$ cat src/rtl/sigma_pkg.sv
// Shared definitions for the ALU execution unit: op-codes, FSM state type,
// and a small op classification helper.
package sigma_pkg;

  localparam logic [3:0] OP_ADD    = 4'd0;
  localparam logic [3:0] OP_SUB    = 4'd1;
  localparam logic [3:0] OP_AND    = 4'd2;
  localparam logic [3:0] OP_OR     = 4'd3;
  localparam logic [3:0] OP_XOR    = 4'd4;
  localparam logic [3:0] OP_SLT    = 4'd5;
  localparam logic [3:0] OP_SLTU   = 4'd6;
  localparam logic [3:0] OP_SLL    = 4'd7;
  localparam logic [3:0] OP_SRL    = 4'd8;
  localparam logic [3:0] OP_SRA    = 4'd9;
  localparam logic [3:0] OP_COPY_B = 4'd10;

  localparam int SHAMT_W = 5;

  typedef enum logic [1:0] {
    ST_IDLE  = 2'd0,
    ST_SHIFT = 2'd1,
    ST_HOLD  = 2'd2
  } exec_state_e;

  // Shift ops are the only ones that may take the multi-cycle path.
  function automatic logic is_shift_op(input logic [3:0] op);
    return (op == OP_SLL) || (op == OP_SRL) || (op == OP_SRA);
  endfunction

endpackage

$ cat src/rtl/alu_exec_unit_serial_shifter.sv
// One-bit-per-cycle shifter. A down-counter holds the remaining shift
// count; done_o flags that the current step is the final one so the parent
// can capture step_value_o on that same edge.
module serial_shifter
  import sigma_pkg::*;
#(
  parameter int XLEN = 32
) (
  input  logic               clk,
  input  logic               rst_n,
  input  logic               clear_i,
  input  logic               load_i,
  input  logic               step_i,
  input  logic [XLEN-1:0]    value_i,
  input  logic [SHAMT_W-1:0] amt_i,
  input  logic               left_i,
  input  logic               arith_i,
  output logic [XLEN-1:0]    step_value_o,
  output logic               done_o
);

  logic [XLEN-1:0]    value_q, value_d;
  logic [SHAMT_W-1:0] cnt_q, cnt_d;
  logic               left_q, left_d;
  logic               arith_q, arith_d;

  // Value after one more shift step in the latched direction/mode.
  always_comb begin
    if (left_q) begin
      step_value_o = {value_q[XLEN-2:0], 1'b0};
    end else begin
      step_value_o = {(arith_q & value_q[XLEN-1]), value_q[XLEN-1:1]};
    end
  end

  // Terminal count: the step taken while cnt_q == 1 is the last one.
  assign done_o = (cnt_q == SHAMT_W'(1));

  // Load / step / clear control for the shifter state.
  always_comb begin
    value_d = value_q;
    cnt_d   = cnt_q;
    left_d  = left_q;
    arith_d = arith_q;
    if (clear_i) begin
      cnt_d = '0;
    end else if (load_i) begin
      value_d = value_i;
      cnt_d   = amt_i;
      left_d  = left_i;
      arith_d = arith_i;
    end else if (step_i && (cnt_q != '0)) begin
      value_d = step_value_o;
      cnt_d   = cnt_q - SHAMT_W'(1);
    end
  end

  // Shifter state registers.
  always_ff @(posedge clk or negedge rst_n) begin
    if (!rst_n) begin
      value_q <= '0;
      cnt_q   <= '0;
      left_q  <= 1'b0;
      arith_q <= 1'b0;
    end else begin
      value_q <= value_d;
      cnt_q   <= cnt_d;
      left_q  <= left_d;
      arith_q <= arith_d;
    end
  end

endmodule

$ cat src/rtl/alu_exec_unit.sv
// ALU execution unit with valid/ready handshake on both sides. Single-cycle
// ops complete on the accepting edge; non-zero shifts run on the serial
// shifter. The result is held until consumed or flushed.
//
// state    | meaning
// ---------+----------------------------------------------------------
// ST_IDLE  | ready for a request
// ST_SHIFT | serial shift in progress, one bit per cycle
// ST_HOLD  | result valid, waiting for out_ready (or flush)
module alu_exec_unit
  import sigma_pkg::*;
#(
  parameter int XLEN = 32
) (
  input  logic            clk,
  input  logic            rst_n,
  input  logic            flush,
  input  logic            in_valid,
  output logic            in_ready,
  input  logic [3:0]      alu_op_in,
  input  logic [XLEN-1:0] operand_a_in,
  input  logic [XLEN-1:0] operand_b_in,
  output logic            out_valid,
  input  logic            out_ready,
  output logic [XLEN-1:0] result_out,
  output logic            zero_out,
  output logic            busy_out
);

  exec_state_e state_q, state_d;
  logic [XLEN-1:0] result_q, result_d;
  logic [XLEN-1:0] alu_res;
  logic [XLEN-1:0] sh_step_value;
  logic [SHAMT_W-1:0] shamt;
  logic accept;
  logic start_shift;
  logic sh_done;

  assign shamt       = operand_b_in[SHAMT_W-1:0];
  assign in_ready    = (state_q == ST_IDLE);
  assign accept      = in_valid && in_ready && !flush;
  assign start_shift = accept && is_shift_op(alu_op_in) && (shamt != '0);

  // Single-cycle result. Shift ops only reach here with a zero amount,
  // so they simply pass operand A through.
  always_comb begin
    alu_res = '0;
    case (alu_op_in)
      OP_ADD:    alu_res = operand_a_in + operand_b_in;
      OP_SUB:    alu_res = operand_a_in - operand_b_in;
      OP_AND:    alu_res = operand_a_in & operand_b_in;
      OP_OR:     alu_res = operand_a_in | operand_b_in;
      OP_XOR:    alu_res = operand_a_in ^ operand_b_in;
      OP_SLT:    alu_res = ($signed(operand_a_in) < $signed(operand_b_in)) ? XLEN'(1) : '0;
      OP_SLTU:   alu_res = (operand_a_in < operand_b_in) ? XLEN'(1) : '0;
      OP_SLL,
      OP_SRL,
      OP_SRA:    alu_res = operand_a_in;
      OP_COPY_B: alu_res = operand_b_in;
      default:   alu_res = '0;
    endcase
  end

  serial_shifter #(.XLEN(XLEN)) u_shifter (
    .clk          (clk),
    .rst_n        (rst_n),
    .clear_i      (flush),
    .load_i       (start_shift),
    .step_i       ((state_q == ST_SHIFT) && !flush),
    .value_i      (operand_a_in),
    .amt_i        (shamt),
    .left_i       (alu_op_in == OP_SLL),
    .arith_i      (alu_op_in == OP_SRA),
    .step_value_o (sh_step_value),
    .done_o       (sh_done)
  );

  // Next-state and result capture; flush wins over every other event.
  always_comb begin
    state_d  = state_q;
    result_d = result_q;
    case (state_q)
      ST_IDLE: begin
        if (start_shift) begin
          state_d = ST_SHIFT;
        end else if (accept) begin
          state_d  = ST_HOLD;
          result_d = alu_res;
        end
      end
      ST_SHIFT: begin
        if (flush) begin
          state_d = ST_IDLE;
        end else if (sh_done) begin
          state_d  = ST_HOLD;
          result_d = sh_step_value;
        end
      end
      ST_HOLD: begin
        if (flush || out_ready) begin
          state_d = ST_IDLE;
        end
      end
      default: state_d = ST_IDLE;
    endcase
  end

  // State and result registers.
  always_ff @(posedge clk or negedge rst_n) begin
    if (!rst_n) begin
      state_q  <= ST_IDLE;
      result_q <= '0;
    end else begin
      state_q  <= state_d;
      result_q <= result_d;
    end
  end

  assign out_valid  = (state_q == ST_HOLD);
  assign busy_out   = (state_q != ST_IDLE);
  assign result_out = result_q;
  assign zero_out   = (result_q == '0);

endmodule

$ cat config.mk
export PLATFORM = sky130hd
export DESIGN_NAME = alu_exec_unit
export DESIGN_NICKNAME = d
export VERILOG_FILES = /design/src/rtl/sigma_pkg.sv /design/src/rtl/alu_exec_unit_serial_shifter.sv /design/src/rtl/alu_exec_unit.sv
export SDC_FILE = /design/constraint.sdc
export NUM_CORES = 1
export LEC_CHECK = 0
export BUFFER_PORTS_ARGS = -buffer_cell sky130_fd_sc_hd__clkbuf_2
export CAP_MARGIN = 20
export CORE_ASPECT_RATIO = 0.5
export CORE_MARGIN = 4
export CORE_UTILIZATION = 45
export CTS_BUF_LIST = sky130_fd_sc_hd__clkbuf_2
export CTS_CLUSTER_SIZE = 28
export DETAILED_ROUTE_END_ITERATION = 12
export GPL_ROUTABILITY_DRIVEN = 0
export PLACE_DENSITY = 0.78
export SLEW_MARGIN = 10
export SYNTH_ARGS = -nofsm -noshare
export SYNTH_HDL_FRONTEND = slang
export SYNTH_SLANG_ARGS = --single-unit
$ cat constraint.sdc
create_clock -name clk -period 2.4 [get_ports clk]
set_input_delay 0.48 -clock clk [delete_from_list [all_inputs] [get_ports clk]]
set_output_delay 0.48 -clock clk [all_outputs]
set_load 0.05 [all_outputs]
==> results.json <==
{
  "cp_cell_sequence": "nor4_2 > buf_4 > nand4_1 > nor2_2 > buf_8",
  "avgViaCountPerCell": 6.40,
  "drt-wirelength-per-cell_um": 21.0,
  "overflow": 0,
  "wl_um": 40100,
  "die_y_um": 110,
  "ioPinCount": 109,
  "hold_depth": 3,
  "power_mw": 6.77,
  "path_buf_inv": 2,
  "tns_ns": -0.363,
  "dieArea_um2": 23100,
  "design.core.area_um2": 19900,
  "vias": 12200,
  "synth_fp_nets": 1442,
  "rsz0062_at_grt": "yes",
  "nets": 1809,
  "dp_hpwl_um": 29500,
  "dr.pass1.iters": 6,
  "antenna_found_initial": 1,
  "r2r_end": "result_out[24]",
  "ctsRootBufferMaster": "clkbuf_2",
  "rows": 36,
  "slowest_delay_ns": 0.49,
  "crit_path_end_kind": "output pin",
  "cts.sinks": 73,
  "finalMaxSlewViolations": 0,
  "setup_ws_ns": -0.215,
  "cts_tree": "yes",
  "violations": "setup timing",
  "initial_core_util": 0.467,
  "synthTopCellsByCount": "143 x nand2_1, 141 x o21ai_0, 101 x inv_1",
  "yosysWarnings": 0,
  "synth_seq_cells": 73,
  "grt_pass1_vias": 11500,
  "hold_viol_final": 0,
  "syn-cell-area_um2": 9280,
  "critPathArrivalTime_ns": 2.14,
  "synth_cells": 1268,
  "synth.yosys.seq_area_share": 0.197,
  "nFillCells": 1433,
  "yosysTopAreaCell": "dfrtp_1",
  "h-tree-depth": 3,
  "drc_errors": 0,
  "drive_above_1_share": 0.357,
  "min-delay-path-class": "in2reg",
  "drv_cap": 0,
  "clockBufferDepth": 2,
  "async_flop_share": 1.00,
  "cp_max_fo": 3,
  "tightest_slew_ns": 0.696,
  "holdPathEnd": "u_shifter.value_q[7]",
  "fin_crit_sh": 1.09,
  "start_kind": "flip-flop",
  "synth_top_area_frac": 0.197,
  "grt_max_degree": 66,
  "grt_usage": 0.324,
  "setup_violations": 6,
  "status": "complete, but fails checks",
  "cp_slowest_cell": "dfrtp_1",
  "path_class": "reg2out",
  "die_width_um": 211,
  "yosysMostFrequentCell": "nand2_1",
  "antenna_left": 0,
  "drt_iter0_drc": 1962,
  "peakVddDrop_mv": 0.310,
  "area_growth_pct": 44.4,
  "io_buffers": 108,
  "syn_area_per_cell_um2": 7.32,
  "synth_edf_count": 0,
  "r2r_cells": 10,
  "power_density_nw_per_um2": 505,
  "max_freq_ghz": 0.382,
  "synthFlopType": "dfrtp_1",
  "yosysUniqueCellTypes": 84,
  "reg2reg_setup_slack_ns": 0,
  "clock_latency_ns": 0.64,
  "power.leakage_nw": 6.23,
  "numCtsBuffers": 9,
  "relSlewSlack": 0.532,
  "synth_area_leaders": "dfrtp_1 20%, ha_1 13%, o21ai_0 7.6%, nand2_1 5.8%, a21oi_1 4.9%",
  "path_clk_slew_ns": 0.27,
  "cp_data_required_time_ns": 1.92,
  "hp-start": "operand_a_in[7]",
  "skew_ns": 0.0346,
  "timing.rr.start": "state_q[1]",
  "min_period_ns": 2.62,
  "crit_family": "simple AND/OR/NAND/NOR gates",
  "grt_first_pass_wirelength_um": 60500
}
-- logic make-up after synthesis --
kind of cell	share of synthesized area
AO/OA/AOI/OAI	0.325
XOR/XNOR	0.0274
buffers and inverters	0.0803
flip-flops	0.197
adder cells (fa/ha/maj)	0.138
AND/OR/NAND/NOR	0.186
multiplexers	0.0470
-- per-layer routing --
metal	GRT usage	up-vias	part of all wire
li1	-	5324	-
met1	0.436	5657	0.39
met2	0.508	980	0.43
met3	0.0724	246	0.13
met4	0.134	0	0.052
met5	0	-	0
-- placed cells by master (no fill, tap or decap), types with 21 or more instances in the layout --
cell type  synthesis  routed
a21oi_1           90      77
a22oi_1           23      23
buf_4              2     315
clkbuf_2           0     113
dfrtp_1           73      71
ha_1              99      82
inv_1            101      83
mux2i_1           38      38
nand2_1          143     141
nor2_1            87      82
nor3_1            39      35
o211ai_1          21      21
o21ai_0          141     130
xnor2_1           22      21
-- registers in the layout (all words and copies together) (netlist names) --
register / cells
result_out: 32
u_shifter.left_q: 1
u_shifter.arith_q: 1
state_q: 2
u_shifter.cnt_q: 5
u_shifter.value_q: 32
-- power breakdown --
group / internal (mW) / leakage [nW] / switching [mW]
Sequential: 1.58 / 0.909 / 0.414
Combinational: 1.50 / 5.23 / 2.25
Clock: 0.447 / 0.0896 / 0.570
Total: 3.53 / 6.23 / 3.24
-- area by class of cell --
class | instances | area (um^2) | share of cell area
Multi-Input combinational cell | 1006 | 7350 | 0.548
Timing Repair Buffer | 443 | 3300 | 0.247
Sequential cell | 73 | 1830 | 0.136
Inverter | 102 | 428 | 0.0319
Tap cell | 266 | 333 | 0.0248
Clock inverter | 6 | 106 | 0.00794
Clock buffer | 10 | 50.0 | 0.00373
Antenna cell | 1 | 2.50 | 0.000187
-- stage by stage --
step | util | instance area, um^2 | cells | hold WS [ns] | setup WS (ns)
after floorplan | - | 9710 | 1268 | 0.184 | -0.392
after global placement | 0.642 | 12800 | 1873 | 0.491 | -0.674
after detailed placement | 0.642 | 12800 | 1873 | 0.494 | -0.739
after CTS | 0.655 | 13000 | 1893 | 0.0574 | -0.204
after global routing | 0.675 | 13400 | 1907 | 0.109 | -0.245
final | 0.675 | 13400 | 1907 | 0.0959 | -0.215
-- timing repair --
| action | 4_1_cts | 5_1_grt |
|---|---|---|
| hold endpoints to repair | 35 | 0 |
| hold buffers | 1 | 0 |
| endpoints found under the setup margin | 7 | 27 |
| setup buffers | 3 | 13 |
| pin swaps | 5 | 42 |
| resized for setup | 11 | 67 |
-- tightest hold or removal path, cell delays in order --
cell and delay (ns):
clkbuf_2 0.13, nand2_1 0.07, o21ai_0 0.07
-- worst max path at each step --
stage               startpoint             end  depth (start not counted)
5_1_grt          result_out[9]        zero_out                          4
4_1_cts          result_out[1]        zero_out                          4
3_3_place_gp   operand_a_in[0]   result_out[0]                         13
2_1_floorplan  operand_a_in[0]   result_out[0]                         12
6_report        result_out[25]        zero_out                          5
3_5_place_dp   operand_a_in[6]  result_out[15]                         13
No activity file was read; power rests on OpenSTA's default activity.
